--- config.mk ---
export PLATFORM = sky130hd
export DESIGN_NAME = rename_retire_flat
export DESIGN_NICKNAME = d
export VERILOG_FILES = /design/src/rtl/rename_retire_pkg.sv /design/src/rtl/rename_retire_if.sv /design/src/rtl/rename_retire_expand.sv /design/src/rtl/rename_retire.sv /design/src/flat_wrapper.sv
export SDC_FILE = /design/constraint.sdc
export NUM_CORES = 1
export LEC_CHECK = 0
export ABC_CLOCK_PERIOD_IN_PS = 4000
export BUFFER_PORTS_ARGS = -buffer_cell sky130_fd_sc_hd__buf_2
export CAP_MARGIN = 20
export CORE_AREA = 2 2 227 229
export DETAILED_ROUTE_END_ITERATION = 8
export DIE_AREA = 0 0 229 231
export PLACE_DENSITY_LB_ADDON = 0.15
export SLEW_MARGIN = 0
export SYNTH_ARGS = -nofsm -noshare
export SYNTH_HDL_FRONTEND = slang
export SYNTH_SLANG_ARGS = --single-unit
export TNS_END_PERCENT = 30
--- constraint.sdc ---
create_clock -name CLK -period 4 [get_ports CLK]
set_input_delay 0.8 -clock CLK [delete_from_list [all_inputs] [get_ports CLK]]
set_output_delay 0.8 -clock CLK [all_outputs]
set_load 0.05 [all_outputs]
--- src/rtl/rename_retire_pkg.sv ---
// Shared sizing, commit-field helpers and reset bitmap for the rename retire block.
// The optional RN_RETIRE_CNT_EN macro adds a retired-destination counter.
package rename_retire_pkg;

  localparam int unsigned RB    = 2;
  localparam int unsigned RP    = 4;
  localparam int unsigned NREG  = 32;
  localparam int unsigned MAP_W = NREG * RB;
  localparam int unsigned BM_W  = NREG * RP;
  localparam int unsigned RD_W  = 5 + RB;
  localparam int unsigned CNT_W = 64;

  typedef logic [MAP_W-1:0] map_t;
  typedef logic [BM_W-1:0]  bitmap_t;
  typedef logic [RB-1:0]    idx_t;
  typedef logic [4:0]       areg_t;
  typedef logic [RD_W-1:0]  rd_t;

  // Retired destination is packed as {arch reg, copy idx}.
  function automatic areg_t arch_reg(input rd_t rd);
    return rd[RD_W-1:RB];
  endfunction

  function automatic idx_t copy_idx(input rd_t rd);
    return rd[RB-1:0];
  endfunction

  // Every register starts mapped to copy 0, so only that bit is in use.
  localparam bitmap_t RST_BITMAP = {NREG{RP'(1)}};

endpackage

--- src/rtl/rename_retire_if.sv ---
// Rename/commit-side bus of the rename retire block; retire_cnt present with RN_RETIRE_CNT_EN.
interface rename_retire_if;
  import rename_retire_pkg::*;

  map_t    rnAct_X_dnxt;
  map_t    rnAct_X_qout;
  bitmap_t rnBufU_rename_set;
  bitmap_t rnBufU_qout;
  map_t    archi_X_qout;
  logic    commit_vld;
  rd_t     commit_rd0;
  logic    flush;
  bitmap_t rnBufU_free;
`ifdef RN_RETIRE_CNT_EN
  logic [CNT_W-1:0] retire_cnt;
`endif

  modport master (
    output rnAct_X_dnxt, rnBufU_rename_set, commit_vld, commit_rd0, flush,
    input  rnAct_X_qout, rnBufU_qout, archi_X_qout, rnBufU_free
`ifdef RN_RETIRE_CNT_EN
    , input retire_cnt
`endif
  );

  modport slave (
    input  rnAct_X_dnxt, rnBufU_rename_set, commit_vld, commit_rd0, flush,
    output rnAct_X_qout, rnBufU_qout, archi_X_qout, rnBufU_free
`ifdef RN_RETIRE_CNT_EN
    , output retire_cnt
`endif
  );

endinterface

--- src/rtl/rename_retire_expand.sv ---
// Expands a per-register copy mapping into the per-register one-hot usage bitmap.
module rn_onehot_expand
  import rename_retire_pkg::*;
(
  input  map_t    map_i,
  output bitmap_t bitmap_c
);

  always_comb begin
    bitmap_c = '0;
    for (int unsigned r = 0; r < NREG; r++) begin
      bitmap_c[r*RP + 32'(map_i[r*RB +: RB])] = 1'b1;
    end
  end

endmodule

--- src/rtl/rename_retire.sv ---
// Commit-side rename state: speculative/architectural tables and physical-copy usage bitmap.
// Defining RN_RETIRE_CNT_EN adds a 64-bit count of retired destinations.
module rename_retire
  import rename_retire_pkg::*;
(
  input logic          CLK,
  input logic          RSTn,
  rename_retire_if.slave bus
);

  map_t    rn_act_q, rn_act_d;
  map_t    archi_q, archi_d;
  bitmap_t bitmap_q, bitmap_d;
  bitmap_t free_q, free_d;
  bitmap_t commit_clear_c;
  bitmap_t flush_bitmap_c;
  areg_t   cm_reg_c;
  idx_t    cm_new_c;
  idx_t    cm_old_c;

  assign cm_reg_c = arch_reg(bus.commit_rd0);
  assign cm_new_c = copy_idx(bus.commit_rd0);
  assign cm_old_c = archi_q[32'(cm_reg_c)*RB +: RB];

  // Retire: advance the architectural mapping and release the copy it replaces.
  always_comb begin
    archi_d        = archi_q;
    commit_clear_c = '0;
    if (bus.commit_vld) begin
      archi_d[32'(cm_reg_c)*RB +: RB] = cm_new_c;
      if (cm_old_c != cm_new_c) begin
        commit_clear_c[32'(cm_reg_c)*RP + 32'(cm_old_c)] = 1'b1;
      end
    end
  end

  rn_onehot_expand u_expand (
    .map_i    (archi_d),
    .bitmap_c (flush_bitmap_c)
  );

  // Flush restores speculative state from the post-commit architectural table.
  always_comb begin
    rn_act_d = bus.rnAct_X_dnxt;
    bitmap_d = (bitmap_q & ~commit_clear_c) | bus.rnBufU_rename_set;
    free_d   = commit_clear_c;
    if (bus.flush) begin
      rn_act_d = archi_d;
      bitmap_d = flush_bitmap_c;
      free_d   = '0;
    end
  end

  always_ff @(posedge CLK or negedge RSTn) begin
    if (!RSTn) begin
      rn_act_q <= '0;
      archi_q  <= '0;
      bitmap_q <= RST_BITMAP;
      free_q   <= '0;
    end else begin
      rn_act_q <= rn_act_d;
      archi_q  <= archi_d;
      bitmap_q <= bitmap_d;
      free_q   <= free_d;
    end
  end

  assign bus.rnAct_X_qout = rn_act_q;
  assign bus.archi_X_qout = archi_q;
  assign bus.rnBufU_qout  = bitmap_q;
  assign bus.rnBufU_free  = free_q;

`ifdef RN_RETIRE_CNT_EN
  logic [CNT_W-1:0] retire_cnt_q, retire_cnt_d;

  always_comb begin
    retire_cnt_d = retire_cnt_q + CNT_W'(bus.commit_vld);
  end

  always_ff @(posedge CLK or negedge RSTn) begin
    if (!RSTn) begin
      retire_cnt_q <= '0;
    end else begin
      retire_cnt_q <= retire_cnt_d;
    end
  end

  assign bus.retire_cnt = retire_cnt_q;
`endif

`ifndef SYNTHESIS
  // Protocol checks on the incoming commit and rename traffic.
  always @(posedge CLK) begin
    if (RSTn) begin
      if (bus.commit_vld) begin
        assert (cm_old_c != cm_new_c)
          else $error("rename_retire: commit of already-architectural copy");
      end
      if (!bus.flush) begin
        assert ((bus.rnBufU_rename_set & commit_clear_c) == '0)
          else $error("rename_retire: rename set collides with commit clear");
      end
    end
  end

  // Bitmap must always cover the architectural copy of every register.
  always @(posedge CLK) begin
    if (RSTn) begin
      for (int unsigned r = 0; r < NREG; r++) begin
        assert ((|bitmap_q[r*RP +: RP]) && bitmap_q[r*RP + 32'(archi_q[r*RB +: RB])])
          else $error("rename_retire: bitmap invariant broken for x%0d", r);
      end
    end
  end
`endif

endmodule
--- src/flat_wrapper.sv ---
// flat-port wrapper written by rule: the top's interface ports become plain ports
module rename_retire_flat import rename_retire_pkg::*;
  (CLK, RSTn, bus_rnAct_X_dnxt, bus_rnBufU_rename_set, bus_commit_vld, bus_commit_rd0, bus_flush, bus_rnAct_X_qout, bus_rnBufU_qout, bus_archi_X_qout, bus_rnBufU_free);
  rename_retire_if bus_i ();
  input logic CLK;
  input logic RSTn;
  input wire logic [$bits(bus_i.rnAct_X_dnxt)-1:0] bus_rnAct_X_dnxt;
  input wire logic [$bits(bus_i.rnBufU_rename_set)-1:0] bus_rnBufU_rename_set;
  input wire logic [$bits(bus_i.commit_vld)-1:0] bus_commit_vld;
  input wire logic [$bits(bus_i.commit_rd0)-1:0] bus_commit_rd0;
  input wire logic [$bits(bus_i.flush)-1:0] bus_flush;
  output wire logic [$bits(bus_i.rnAct_X_qout)-1:0] bus_rnAct_X_qout;
  output wire logic [$bits(bus_i.rnBufU_qout)-1:0] bus_rnBufU_qout;
  output wire logic [$bits(bus_i.archi_X_qout)-1:0] bus_archi_X_qout;
  output wire logic [$bits(bus_i.rnBufU_free)-1:0] bus_rnBufU_free;
  assign bus_i.rnAct_X_dnxt = bus_rnAct_X_dnxt;
  assign bus_i.rnBufU_rename_set = bus_rnBufU_rename_set;
  assign bus_i.commit_vld = bus_commit_vld;
  assign bus_i.commit_rd0 = bus_commit_rd0;
  assign bus_i.flush = bus_flush;
  assign bus_rnAct_X_qout = bus_i.rnAct_X_qout;
  assign bus_rnBufU_qout = bus_i.rnBufU_qout;
  assign bus_archi_X_qout = bus_i.archi_X_qout;
  assign bus_rnBufU_free = bus_i.rnBufU_free;
  rename_retire u_core (.CLK(CLK), .RSTn(RSTn), .bus(bus_i));
endmodule
# Yosys cells after proc, flatten, opt, wreduce, memory -nomap -nowiden
# Cells that the tools add are included.
# W data, S select, Z words.
op_classes:
  addsub: 33
  n_lt_le_gt_ge: 66
  eq_ne: 1
  n_shift: 3
  mux: 73
  bitwise: 34
  reduce_logical: 33
ops:
  columns: ["operator", "n"]
  rows:
  - ["$or A128 B128 Y128", 31]
  - ["$mux W128", 4]
  - ["$demux W1 S7", 32]
  - ["$add A7 B2 Y8 const A", 16]
  - ["$and A128 B128 Y128", 1]
  - ["$ge A8 B1 Y1 const B", 16]
  - ["$lt A8 B8 Y1 const B", 16]
  - ["$mux W64", 2]
  - ["$not A128 Y128", 1]
  - ["$or A4 B128 Y128", 1]
  - ["$bwmux W64", 1]
  - ["$lt A7 B8 Y1 const B", 8]
  - ["$shift A2 B34 Y64 const A", 1]
  - ["$shiftx A2 B34 Y64", 1]
  - ["$shiftx A64 B7 Y2", 1]
  - ["$add A6 B2 Y7 const A", 8]
  - ["$ge A7 B1 Y1 const B", 8]
  - ["$neg A6 Y34", 1]
  - ["$logic_and A1 B1 Y1", 33]
  - ["$mux W1", 33]
  - ["$ge A32 B1 Y1 const B", 1]
  - ["$lt A32 B8 Y1 const B", 1]
  - ["$lt A6 B8 Y1 const B", 4]
  - ["$add A5 B2 Y6 const A", 4]
  - ["other kinds (12)", 18]
totals:
  regBits: 384
  in_bits: 203
  out_inout_bits: 384

# Depth between registers and ports, before layout
# Gate-level depths: netlist of the first run.
logic_depth:
  ltp_word: 41
  mapped_depth: 16
  depth_no_buf: 12

# Cells and area by module
# From an unflattened synthesis of the first run, not the netlist that was laid out.
hier_totals:
  cells_unflattened: 1635
  hier_area_um2: 17197.7
modules_own_cells:
  columns: ["module", "instances", "cells_per_inst", "area_per_inst_um2", "seq_area_each_um2"]
  rows:
  - ["rename_retire", 1, 1507, 16276.9, 9649.3]
  - ["rn_onehot_expand", 1, 128, 920.9, 0.0]

# Worst setup path after synthesis of the first run
# Ideal clock, no wire load.
synth_timing:
  kind: "in2reg"
  from: "input port bus_commit_rd0[4]"
  to: "register u_core.bitmap_q[26] (netlist: u_core.bus.rnBufU_qout[26])"
  t_arrival_ns: 3.503
  required_time_ns: 3.871
  setup_slack_ns: 0.368
  cell_stages: 14
  path_cell_list: "buf_1 > buf_1 > nor2_1 > and2_1 > ha_1 > clkbuf_1 > or3b_1 > a2111oi_2 > nand2_1 > mux2i_1 > inv_1 > nand2_1 > a21oi_1 > o41a_1"
synth_between:
  word_cells_on_any_way: 236
  cone_classes: "add/sub (33); order compare (64); eq/ne (1); shift (3); mux (69); bitwise (34); reduce/logical (32)"
synth_rtl:
  columns: ["element", "line", "source"]
  rows:
  - ["start: declaration", "flat_wrapper.sv:10", "input wire logic [$bits(bus_i.commit_rd0)-1:0] bus_commit_rd0;"]
  - ["$neg A6 Y34 (*)", "rename_retire.sv:30", "archi_d[32'(cm_reg_c)*RB +: RB] = cm_new_c;"]
  - ["$shiftx A2 B34 Y64 / $shift A2 B34 Y64 (equally long branches)", "rename_retire.sv:30", null]
  - ["$bwmux W64 (*)", "rename_retire.sv:30", null]
  - ["$mux W64 (*)", "rename_retire.sv:29", "if (bus.commit_vld) begin"]
  - ["via u_core.archi_d[13]", "rename_retire.sv:12", "map_t archi_q, archi_d;"]
  - ["$add A5 B2 Y6 (*)", "rename_retire_expand.sv:12", "bitmap_c[r*RP + 32'(map_i[r*RB +: RB])] = 1'b1;"]
  - ["$lt A6 B8 Y1 (implied by the code) / $ge A6 B1 Y1 (equally long branches)", "rename_retire_expand.sv:12", null]
  - ["$logic_and A1 B1 Y1 (implied by the code)", "rename_retire_expand.sv:12", null]
  - ["$mux W1 (implied by the code)", "rename_retire_expand.sv:12", null]
  - ["$demux W1 S7 (*)", "rename_retire_expand.sv:12", null]
  - ["$or A128 B128 Y128 (no line) (*) (26 in a row)", null, null]
  - ["$mux W128 (*)", "rename_retire.sv:47", "if (bus.flush) begin"]
  - ["via u_core.bitmap_d[26]", "rename_retire.sv:13", "bitmap_t bitmap_q, bitmap_d;"]
  - ["end signal: assignment", "rename_retire.sv:63", "bitmap_q <= bitmap_d;"]
  - ["end: declaration", "rename_retire.sv:13", null]
# Mark *: on every way through the listed nets, which the timed path passes. The rest lies on a longest branch.

# Worst setup path in the final report of the first run
layout_timing:
  from: "input port bus_commit_rd0[2]"
  to: "register u_core.bitmap_q[38] (netlist: u_core.bus.rnBufU_qout[38])"
layout_between:
  word_cells_on_any_way: 236
  cone_classes: "add/sub (33); order compare (64); eq/ne (1); shift (3); mux (69); bitwise (34); reduce/logical (32)"
layout_rtl:
  columns: ["element", "line"]
  rows:
  - ["$neg A6 Y34 (*)", "rename_retire.sv:30"]
  - ["$shiftx A2 B34 Y64 / $shift A2 B34 Y64 (equally long branches)", "rename_retire.sv:30"]
  - ["$bwmux W64 (*)", "rename_retire.sv:30"]
  - ["$mux W64 (*)", "rename_retire.sv:29"]
  - ["via u_core.archi_d[18]", "rename_retire.sv:12"]
  - ["$add A6 B2 Y7 (*)", "rename_retire_expand.sv:12"]
  - ["$lt A7 B8 Y1 (implied by the code) / $ge A7 B1 Y1 (equally long branches)", "rename_retire_expand.sv:12"]
  - ["$logic_and A1 B1 Y1 (implied by the code)", "rename_retire_expand.sv:12"]
  - ["$mux W1 (implied by the code)", "rename_retire_expand.sv:12"]
  - ["$demux W1 S7 (*)", "rename_retire_expand.sv:12"]
  - ["$or A128 B128 Y128 (no line) (*) (23 in a row)", null]
  - ["$mux W128 (*)", "rename_retire.sv:47"]
  - ["via u_core.bitmap_d[38]", "rename_retire.sv:13"]
# Marked as above.

==> results of run 1 <==
==> per-stage QoR <==
stage	cells	total power [uW]
after floorplan	1600	6520
after global placement	2878	7840
after detailed placement	2878	7860
after CTS	2957	12000
after global routing	2963	12300
final	2967	11900
==> Yosys cell counts (all sizes together) (2+ instances only) <==
library cell  number  area (um2)
a2111oi            2        30.0
a211oi             3        22.5
a21oi            155         776
a22oi              8        60.1
a31oi              8        50.1
and2              10        62.6
and3               8        50.1
buf               31         215
clkbuf            91         342
dfrtp            352        8810
dfstp             32         841
ha                 2        25.0
inv              102         383
mux2               6        67.6
mux2i             85         855
nand2            118         443
nand2b             6        37.5
nand3              9        45.0
nand4              5        31.3
nor2             149         559
nor2b             12        75.1
nor3             144         771
nor3b              3        27.5
nor4               5        31.3
o211ai             8        60.1
o21ai             59         295
o22ai              3        18.8
o311a             24         240
o311ai             5        43.8
o31a              52         455
o31ai             34         255
o41a              26         293
or2                5        31.3
or3               27         169
or4                4        30.0
==> kinds of logic after synthesis <==
kind of cell / after synthesis / synth area share, %
adders and majority gates: 2 / 0.151
and+or+nand+nor: 508 / 14.4
DFF: 384 / 58.3
xor gates and xnor gates: 2 / 0.106
buffers and inverters: 224 / 5.67
AOI/OAI and AO/OA: 389 / 15.8
muxes: 91 / 5.57
==> power by group through the flow <==
stage / clock, uW / sequential, uW / combinational, uW
CTS: 4150 / 4520 / 3280
floorplan: 0 / 5710 / 809
detailed placement: 0 / 4590 / 3270
finish: 4080 / 4530 / 3290
global route: 4320 / 4560 / 3450
global placement: 0 / 4580 / 3260
==> registers in the layout (all words and copies together) (netlist names) <==
signal and cells:
u_core.bus.archi_X_qout 64, u_core.bus.rnAct_X_qout 64, u_core.bus.rnBufU_free 128, u_core.bus.rnBufU_qout 128
==> worst paths after layout <==
kind | from | to | slack [ns] | cells after the start
max | bus_commit_rd0[2] | u_core.bus.rnBufU_qout[38]$_DFF_PN0_ | 0.61 | 12
min | RSTn | u_core.bus.rnBufU_free[103]$_DFF_PN0_ | 0.27 | 1
max reg2reg | u_core.bus.archi_X_qout[62]$_DFF_PN0_ | u_core.bus.rnBufU_qout[44]$_DFF_PN1_ | 1.01 | 8
min reg2reg | u_core.bus.rnBufU_qout[51]$_DFF_PN0_ | u_core.bus.rnBufU_qout[51]$_DFF_PN0_ | 0.56 | 2
max in group asynchronous | RSTn | u_core.bus.rnBufU_qout[20]$_DFF_PN1_ | 2.73 | 2
min in group CLK | bus_rnBufU_rename_set[80] | u_core.bus.rnBufU_qout[80]$_DFF_PN1_ | 0.46 | 2
==> worst reg2reg max path, stage by stage (launching register included) <==
cell                       delay (ns)
sky130_fd_sc_hd__dfrtp_1         0.45
sky130_fd_sc_hd__and2_1          0.19
sky130_fd_sc_hd__a211oi_1        0.26
sky130_fd_sc_hd__o31ai_1         0.16
sky130_fd_sc_hd__buf_4           0.17
sky130_fd_sc_hd__or2_2           0.32
sky130_fd_sc_hd__or4_2           0.68
sky130_fd_sc_hd__buf_4           0.28
sky130_fd_sc_hd__o311a_1         0.40
==> metal layers <==
layer	wire length (um)	track usage, %	vias to the layer above	share of wire, %
met5	48	0	-	0.063
met4	2190	8.34	8	2.9
met3	5430	6.41	126	7.1
met2	35200	44.1	624	46
met1	33700	39.5	7686	44
li1	-	-	6943	-
==> cells in the final DEF (no fill, tap or decap), types with 9 or more instances in the layout <==
master | netlist | final
sky130_fd_sc_hd__o21ai_0 | 52 | 52
sky130_fd_sc_hd__nor3_1 | 134 | 134
sky130_fd_sc_hd__mux2i_1 | 84 | 84
sky130_fd_sc_hd__nor3_2 | 10 | 10
sky130_fd_sc_hd__clkinv_2 | 0 | 9
sky130_fd_sc_hd__o311a_1 | 24 | 24
sky130_fd_sc_hd__dfstp_2 | 32 | 32
sky130_fd_sc_hd__and2_1 | 10 | 10
sky130_fd_sc_hd__buf_4 | 0 | 127
sky130_fd_sc_hd__o31ai_1 | 34 | 34
sky130_fd_sc_hd__diode_2 | 0 | 10
sky130_fd_sc_hd__nor2_1 | 149 | 149
sky130_fd_sc_hd__o41a_1 | 26 | 26
sky130_fd_sc_hd__clkbuf_1 | 91 | 10
sky130_fd_sc_hd__clkbuf_8 | 0 | 10
sky130_fd_sc_hd__clkbuf_16 | 0 | 44
sky130_fd_sc_hd__a21oi_1 | 155 | 155
sky130_fd_sc_hd__o31a_1 | 52 | 52
sky130_fd_sc_hd__nand2_1 | 118 | 118
sky130_fd_sc_hd__nor2b_1 | 12 | 12
sky130_fd_sc_hd__nand3_1 | 9 | 9
sky130_fd_sc_hd__or3_1 | 27 | 26
sky130_fd_sc_hd__dfrtp_1 | 352 | 352
sky130_fd_sc_hd__inv_1 | 102 | 102
sky130_fd_sc_hd__buf_2 | 13 | 584
==> layout make-up <==
cell class | count | area (um2)
Antenna cell | 10 | 25.0
Clock buffer | 64 | 1280
Clock inverter | 15 | 169
Fill cell | 5067 | 28300
Inverter | 102 | 383
Multi-Input combinational cell | 992 | 6000
Sequential cell | 384 | 9650
Tap cell | 680 | 851
Timing Repair Buffer | 720 | 4050
==> impl_metrics.tcl, run 1 <==
set metrics [dict create \
    status "finished, final reports clean" \
    average_cell_area_after_synthesis_um2 10.4 \
    fp.dieArea_um2 52900 \
    dp_hpwl_um 58100 \
    cts_htree_levels 2 \
    synth_ff_type "sky130_fd_sc_hd__dfrtp_1" \
    power_frac_clock_pct 34.3 \
    maxSlewViolCount 0 \
    seqPwrFrac_pct 38.1 \
    ports_placed_on_the_boundary 587 \
    async_reset_ff_share_pct 100 \
    max-slew-margin-rel_pct 33.6 \
    clk_pin_slew_worst_paths_ns 0.06 \
    core.rowCount 83 \
    setup.worst_path.end_class "register" \
    syn-instance-count 1600 \
    layout.nets 2448 \
    cts-root-buf "sky130_fd_sc_hd__clkbuf_16" \
    vdd.ir_drop.worst_uv 299 \
    cp_num_buf_inv 5 \
    core_um2 50700 \
    synth_enable_flop_cells 0 \
    chipWidth_um 229 \
    finish_stage_setup_viols 0 \
    global_route.usage.total_pct 28.3 \
    cts_num_sinks 384 \
    holdWs_ns 0.269 \
    violation_count_after_the_first_detailed_route_iteration 1245 \
    quantity_of_gates_resized_following_cts 0 \
    post_synth_instance_area_um2 16600 \
    area_growth_pct 35.2 \
    worst-endpoint-required_ns 4.51 \
    max_stage_delay_ns 0.64 \
    power.leakage_uw 0.0114 \
    number_of_flip_flops_and_latches_in_the_synthesized_netlist 384 \
    combPwrFrac_pct 27.6 \
    num_vias 15400 \
    rsz0062_at_grt "false" \
    numPortBuffers 586 \
    finalWorstSetupSlack_ns 0.606 \
    wire_length_of_the_first_global_routing_pass_um 109000 \
    insertion_delay_ns 0.58 \
    mappedNetlistNets 1805 \
    final_antenna_net_count 0 \
    finish.instance_area_um2 22400 \
    worst_slew_pin_slew_ns 0.996 \
    netSwitchingFraction_pct 37.0 \
    floorplan.initialDensity_pct 32.7 \
    cp.arrival_ns 3.90 \
    crit_type "in2reg" \
    first_global_vias 15500 \
    synth-warning-count 0 \
    placed_area_um2 20900 \
    finalWorstPathRequiredPeriod_ns 3.39 \
    detailed_router_iteration_count_before_antenna_repair 6 \
    worst_path_dominant_cell_family "compound AO/OA/AOI/OAI gates" \
    worstHoldPathType "in2async" \
    cts-buffers-inserted 43 \
    initial_antenna_violation_count 12 \
    via_per_inst 5.19 \
    post_detailed_routing_wire_length_um 76500 \
    cts_post_setup_buffers_inserted 0 \
    achievable-frequency_mhz 295 \
    cp_common_cell "sky130_fd_sc_hd__buf_4" \
    skew_ns 0.0268 \
    min_period_over_period_pct 84.8 \
    largest_net_degree_at_the_start_of_global_routing 155 \
    gr-total-overflow 0 \
    postCtsHoldBufs 0 \
    yosysSeqAreaShare_pct 58.3 \
    power-per-cell-area_nw_per_um2 531 \
    worst_path_max_delay_cell "sky130_fd_sc_hd__mux2i_1" \
    final-hold-violation-count 0 \
    setup_total_negative_slack_ns 0 \
    drt_drc_violations_left 0 \
    layout-drive-gt1-share_pct 37.5 \
    tritoncts_clock_tree "done" \
    p_int_uw 7490 \
    power.net_switching_uw 4400 \
    cp_max_fo 33 \
    clockBufferDepth 3 \
    dp_worst_setup_slack_ns 0.0443 \
    cp-start-kind "primary input" \
    drv.max_cap_violation_count 0 \
    critical_path.cell_chain "buf_2 -> buf_12 -> buf_4 -> or3_1 -> o21ba_2 -> nor3_1 -> buf_4 -> mux2i_1 -> inv_1 -> o21ai_0 -> o31a_1 -> o41a_1" \
    fin_util_pct 44.2 \
    detail_route.wl_per_cell_um 25.8 \
    die_height_um 231 \
    gp_congestion 0.927 \
    netlist-cell-type-count 49 \
]
Note: power is estimated with default switching activity, not from simulation.
==> run 2, diff against run 1 <==
--- a/config.mk
+++ b/config.mk
@@ -5,12 +5,12 @@
 export SDC_FILE = /design/constraint.sdc
 export NUM_CORES = 1
 export LEC_CHECK = 0
-export ABC_CLOCK_PERIOD_IN_PS = 4000
+export ABC_CLOCK_PERIOD_IN_PS = 2900
 export BUFFER_PORTS_ARGS = -buffer_cell sky130_fd_sc_hd__buf_2
 export CAP_MARGIN = 20
-export CORE_AREA = 2 2 227 229
+export CORE_AREA = 2 2 226 228
 export DETAILED_ROUTE_END_ITERATION = 8
-export DIE_AREA = 0 0 229 231
+export DIE_AREA = 0 0 228 230
 export PLACE_DENSITY_LB_ADDON = 0.15
 export SLEW_MARGIN = 0
 export SYNTH_ARGS = -nofsm -noshare
==> constraint.sdc (replaced) <==
create_clock -name CLK -period 2.9 [get_ports CLK]
set_input_delay 0.58 -clock CLK [delete_from_list [all_inputs] [get_ports CLK]]
set_output_delay 0.58 -clock CLK [all_outputs]
set_load 0.05 [all_outputs]
==> run 2 against run 1 <==
Compared with the run above:
- combinational power increased by 54%
- via count is 4.8% higher
- worst hold slack worse by 0.042 ns
- clock skew up 0.0054 ns
- utilization up 4.7 points
- wire length up 3.3%
- design area grew 8.9%
- sequential power increased by 38%
- sequential share of layout area decreased by 3.5 points
- worst setup slack got worse by 0.58 ns
- die area decreased by 0.87%
==> impl_metrics.tcl, run 2 (synthesis results as in run 1) <==
set metrics [dict create \
    cts-root-buf "sky130_fd_sc_hd__clkbuf_16" \
    core.rowCount 82 \
    drv.max_cap_violation_count 0 \
    layout_commonest_cell "sky130_fd_sc_hd__buf_2" \
    finalWorstPathRequiredPeriod_ns 2.88 \
    numPortBuffers 586 \
    die_height_um 230 \
    num_vias 16100 \
    clk_pin_slew_worst_paths_ns 0.06 \
    critical_path.cell_chain "buf_2 -> buf_12 -> buf_4 -> mux2i_1 -> a22oi_1 -> nand2_1 -> o31ai_2 -> buf_4 -> nor2_1 -> or4_2 -> buf_4 -> o311a_1" \
    worst_path_max_delay_cell "sky130_fd_sc_hd__or4_2" \
    post_detailed_routing_wire_length_um 79000 \
    design_power_total_uw 17100 \
    cp-start-kind "primary input" \
    max-slew-margin-rel_pct 30.9 \
    holdWs_ns 0.227 \
    achievable-frequency_mhz 348 \
    cts_num_sinks 384 \
    fillerInstances 4864 \
    cp.arrival_ns 3.34 \
    fp.dieArea_um2 52400 \
    final-hold-violation-count 0 \
    status "finished, final reports clean" \
    finish.instance_area_um2 24400 \
    initial_antenna_violation_count 13 \
    largest_net_degree_at_the_start_of_global_routing 131 \
    cp_num_buf_inv 5 \
    vdd.ir_drop.worst_uv 439 \
    first_global_vias 16200 \
    cts_htree_levels 2 \
    cts-buffers-inserted 44 \
    skew_ns 0.0322 \
    gp_congestion 0.941 \
    tritoncts_clock_tree "done" \
    placed_area_um2 22700 \
    ports_placed_on_the_boundary 587 \
    mostFrequentLayoutCells "sky130_fd_sc_hd__buf_2 (583), sky130_fd_sc_hd__dfrtp_1 (352), sky130_fd_sc_hd__buf_4 (309)" \
    worst-endpoint-required_ns 3.36 \
    gr-total-overflow 0 \
    maxSlewViolCount 0 \
    drt_drc_violations_left 0 \
    max_stage_delay_ns 0.70 \
    worstHoldPathType "in2reg" \
    worst_slew_pin_slew_ns 1.02 \
    area_growth_pct 47.3 \
    rsz0062_at_grt "true" \
    numPlacedInstances 3059 \
    final-seq-area_um2 9650 \
    clockBufferDepth 3 \
    layout-drive-gt1-share_pct 44.6 \
    dp_hpwl_um 60700 \
    worst_path_dominant_cell_family "buffers and inverters" \
    power.leakage_uw 0.0125 \
    min_period_over_period_pct 99.2 \
    via_per_inst 5.11 \
    insertion_delay_ns 0.60 \
    finish_stage_setup_viols 0 \
    violation_count_after_the_first_detailed_route_iteration 1311 \
    setup.worst_path.end_class "register" \
    power-per-cell-area_nw_per_um2 700 \
    final_antenna_net_count 0 \
    chipWidth_um 228 \
    floorplan.initialDensity_pct 33.2 \
    cp_common_cell "sky130_fd_sc_hd__buf_4" \
    layout.nets 2646 \
    cp_max_fo 16 \
    global_route.usage.total_pct 29.4 \
    detailed_router_iteration_count_before_antenna_repair 5 \
    crit_type "in2reg" \
    wire_length_of_the_first_global_routing_pass_um 113000 \
    core_um2 49900 \
    multiInputGateArea_um2 6340 \
    detail_route.wl_per_cell_um 25.1 \
    post_layout_nonfiller_instances 3153 \
    fin_util_pct 48.9 \
]
run 2: stage by stage:
stage,setup TNS (ns),setup slack (ns)
after floorplan,-12.17,-0.173
after global placement,-105.59,-0.573
after detailed placement,-120.43,-0.648
after CTS,0,0.00103
after global routing,-0.0940,-0.0258
final,0,0.0241
run 2: area by class of cell:
type,count,area share (%)
diodes,7,0.0718
clock buffers,62,5.16
clock inverters,17,0.949
inverters,102,1.57
multi-input cells,992,26.0
flip-flops and latches,384,39.5
well taps,672,3.45
repair buffers,917,23.3
run 2: where the power goes:
part	switching (uW)	internal, uW	leakage [uW]
sequential	355	5880	0.00489
combinational	3550	1530	0.00685
clock	2370	3410	0.000728
run 2: path summary, 6_finish.rpt:
path                                                       start                                     to  slack (ns)  depth (start not counted)
max                                            bus_commit_rd0[2]  u_core.bus.rnBufU_qout[109]$_DFF_PN0_        0.02                         12
min                                    bus_rnBufU_rename_set[77]   u_core.bus.rnBufU_qout[77]$_DFF_PN0_        0.23                          2
max reg2reg                u_core.bus.archi_X_qout[10]$_DFF_PN0_  u_core.bus.rnBufU_qout[109]$_DFF_PN0_        0.09                          8
min reg2reg                 u_core.bus.rnBufU_qout[35]$_DFF_PN0_   u_core.bus.rnBufU_qout[35]$_DFF_PN0_        0.56                          2
max in group asynchronous                                   RSTn    u_core.bus.rnBufU_free[0]$_DFF_PN0_        1.52                          3
min in group asynchronous                                   RSTn   u_core.bus.rnBufU_free[24]$_DFF_PN0_        0.44                          2
run 2: metal layers:
metal  part of all wire (%)  GRT usage, %  routed length (um)
met1                     44          40.4               34900
met2                     47          47.3               37000
met3                    6.7          6.15                5330
met4                    2.2          7.58                1760
met5                  0.090             0                  71
run 2: what timing repair did:
action                                  CTS  global route
hold buffers                              1             0
endpoints found under the setup margin    6            90
pin swaps                                 1             3
endpoints found under the hold margin    20             0
gates cloned                              0             1
setup buffers                             0             6
gates resized for setup                   4            13
==> run 3, diff against run 2 <==
--- a/config.mk
+++ b/config.mk
@@ -12,6 +12,7 @@
 export DETAILED_ROUTE_END_ITERATION = 8
 export DIE_AREA = 0 0 228 230
 export PLACE_DENSITY_LB_ADDON = 0.15
+export SETUP_SLACK_MARGIN = 0.1
 export SLEW_MARGIN = 0
 export SYNTH_ARGS = -nofsm -noshare
 export SYNTH_HDL_FRONTEND = slang
==> run 3 against run 2 <==
Compared with the run above:
- the run now ends with hold timing left
- combinational power barely moved
- maximum frequency rose by 2.7%
- via count fell by 0.79%
- die area did not move
- utilization barely moved
==> impl_metrics.tcl, run 3 (synthesis results as in run 1) <==
set metrics [dict create \
    fp.dieArea_um2 52400 \
    cts_num_sinks 384 \
    numPlacedInstances 3037 \
    finish_stage_setup_viols 0 \
    violation_count_after_the_first_detailed_route_iteration 1185 \
    cp_num_buf_inv 4 \
    worstHoldPathType "in2async" \
    crit_type "in2reg" \
    design_power_total_uw 17200 \
    holdWs_ns -0.0170 \
    gp_congestion 0.968 \
    status "finished with violations" \
    ports_placed_on_the_boundary 587 \
    setup.worst_path.end_class "register" \
    postCtsHoldBufs 0 \
    via_per_inst 5.12 \
    gr-total-overflow 0 \
    drt_drc_violations_left 0 \
    rr_startpoint "u_core.bus.archi_X_qout[47]$_DFF_PN0_" \
    worst_slew_pin_slew_ns 0.933 \
    maxSlewViolCount 0 \
    layout.nets 2617 \
    dp_hpwl_um 60700 \
    skew_ns 0.0321 \
    fillerInstances 4827 \
    core.rowCount 82 \
    worst-endpoint-required_ns 3.36 \
    fin_util_pct 48.9 \
    detailed_router_iteration_count_before_antenna_repair 5 \
    final-hold-violation-count 5 \
    tritoncts_clock_tree "done" \
    insertion_delay_ns 0.60 \
    worst_r2r_endpoint "u_core.bus.rnBufU_qout[53]$_DFF_PN0_" \
    global_route.usage.total_pct 29.2 \
    first_global_vias 16000 \
    floorplan.initialDensity_pct 33.2 \
    worst_path_dominant_cell_family "simple AND/OR/NAND/NOR gates" \
    cp_max_fo 18 \
    layout_commonest_cell "sky130_fd_sc_hd__buf_2" \
    mostFrequentLayoutCells "sky130_fd_sc_hd__buf_2 (583), sky130_fd_sc_hd__dfrtp_1 (351), sky130_fd_sc_hd__buf_4 (282)" \
    cp.arrival_ns 3.26 \
    min_period_over_period_pct 96.5 \
    achievable-frequency_mhz 357 \
    final_antenna_net_count 0 \
    cp-start-kind "primary input" \
    initial_antenna_violation_count 8 \
    detail_route.wl_per_cell_um 25.2 \
    power.leakage_uw 0.0124 \
    die_height_um 230 \
    max-slew-margin-rel_pct 37.0 \
    critical_path.cell_chain "buf_2 -> buf_4 -> nor2_2 -> buf_4 -> a22oi_1 -> nand2_1 -> o31ai_1 -> nor2_1 -> or4_2 -> buf_12 -> o311a_1" \
    reg2reg_slack_ns 0.11 \
    numPortBuffers 586 \
    finalWorstSetupSlack_ns 0.101 \
    clockBufferDepth 3 \
    dp_worst_setup_slack_ns -0.827 \
    depth_of_the_most_critical_reg_to_reg_path 7 \
    placed_area_um2 22700 \
    post_detailed_routing_wire_length_um 78900 \
    post_layout_nonfiller_instances 3126 \
    max_stage_delay_ns 0.72 \
    clk_pin_slew_worst_paths_ns 0.06 \
    cts_htree_levels 2 \
    finalWorstPathRequiredPeriod_ns 2.80 \
    wire_length_of_the_first_global_routing_pass_um 111000 \
    power-per-cell-area_nw_per_um2 706 \
    largest_net_degree_at_the_start_of_global_routing 149 \
    cts-root-buf "sky130_fd_sc_hd__clkbuf_16" \
    area_growth_pct 47.2 \
    cts-buffers-inserted 43 \
    cp_common_cell "sky130_fd_sc_hd__buf_4" \
    worst_path_max_delay_cell "sky130_fd_sc_hd__or4_2" \
    layout-drive-gt1-share_pct 44.7 \
    finish.instance_area_um2 24400 \
    failing_checks "hold timing" \
    drv.max_cap_violation_count 0 \
    num_vias 16000 \
    core_um2 49900 \
    rsz0062_at_grt "true" \
    vdd.ir_drop.worst_uv 470 \
    chipWidth_um 228 \
]
run 3: worst max-delay path by stage:
stage,cells after the start,end,start,slack (ns)
2_1_floorplan,14,u_core.bus.rnBufU_qout[109]$_DFF_PN0_,bus_commit_rd0[2],-0.17
3_3_place_gp,15,u_core.bus.rnBufU_qout[29]$_DFF_PN0_,bus_commit_rd0[2],-0.80
3_5_place_dp,15,u_core.bus.rnBufU_qout[93]$_DFF_PN0_,bus_commit_rd0[2],-0.83
4_1_cts,7,u_core.bus.rnBufU_qout[53]$_DFF_PN0_,u_core.bus.archi_X_qout[47]$_DFF_PN0_,0.12
5_1_grt,11,u_core.bus.rnBufU_qout[53]$_DFF_PN0_,bus_commit_rd0[3],0.05
6_report,11,u_core.bus.rnBufU_qout[53]$_DFF_PN0_,bus_commit_rd0[3],0.10
run 3: final cells by class:
type / count / area, um2 / share of cell area, %
diodes: 7 / 17.5 / 0.0718
flip-flops and latches: 384 / 9650 / 39.6
clock inverters: 18 / 290 / 1.19
inverters: 102 / 383 / 1.57
well taps: 672 / 841 / 3.45
multi-input cells: 992 / 6460 / 26.5
clock buffers: 62 / 1240 / 5.07
repair buffers: 889 / 5510 / 22.6
run 3: power by group:
group	total [uW]	internal [uW]	switching, uW
logic	5050	1520	3530
clock network	5930	3540	2390
registers	6240	5880	366
total	17200	10900	6290
run 3: metal layers:
layer  global-route usage [%]  wire [um]
met2                     46.5      36500
met1                     40.1      34500
met3                     6.03       5580
met5                        0         34
met4                     9.31       2270
run 3: timing repair:
item,in CTS,in global routing
resized for setup,8,10
hold endpoints to repair,0,0
pin swaps,2,0
gates cloned,1,0
buffers inserted,1,0
endpoints found under the setup margin,135,61
run 3: per-stage QoR:
step	TNS, ns	hold slack [ns]
3_3_place_gp	-134.96	0.537
2_1_floorplan	-12.01	0.284
5_1_grt	0	0.0221
4_1_cts	0	0.00552
3_5_place_dp	-146.16	0.547
6_report	0	-0.0170
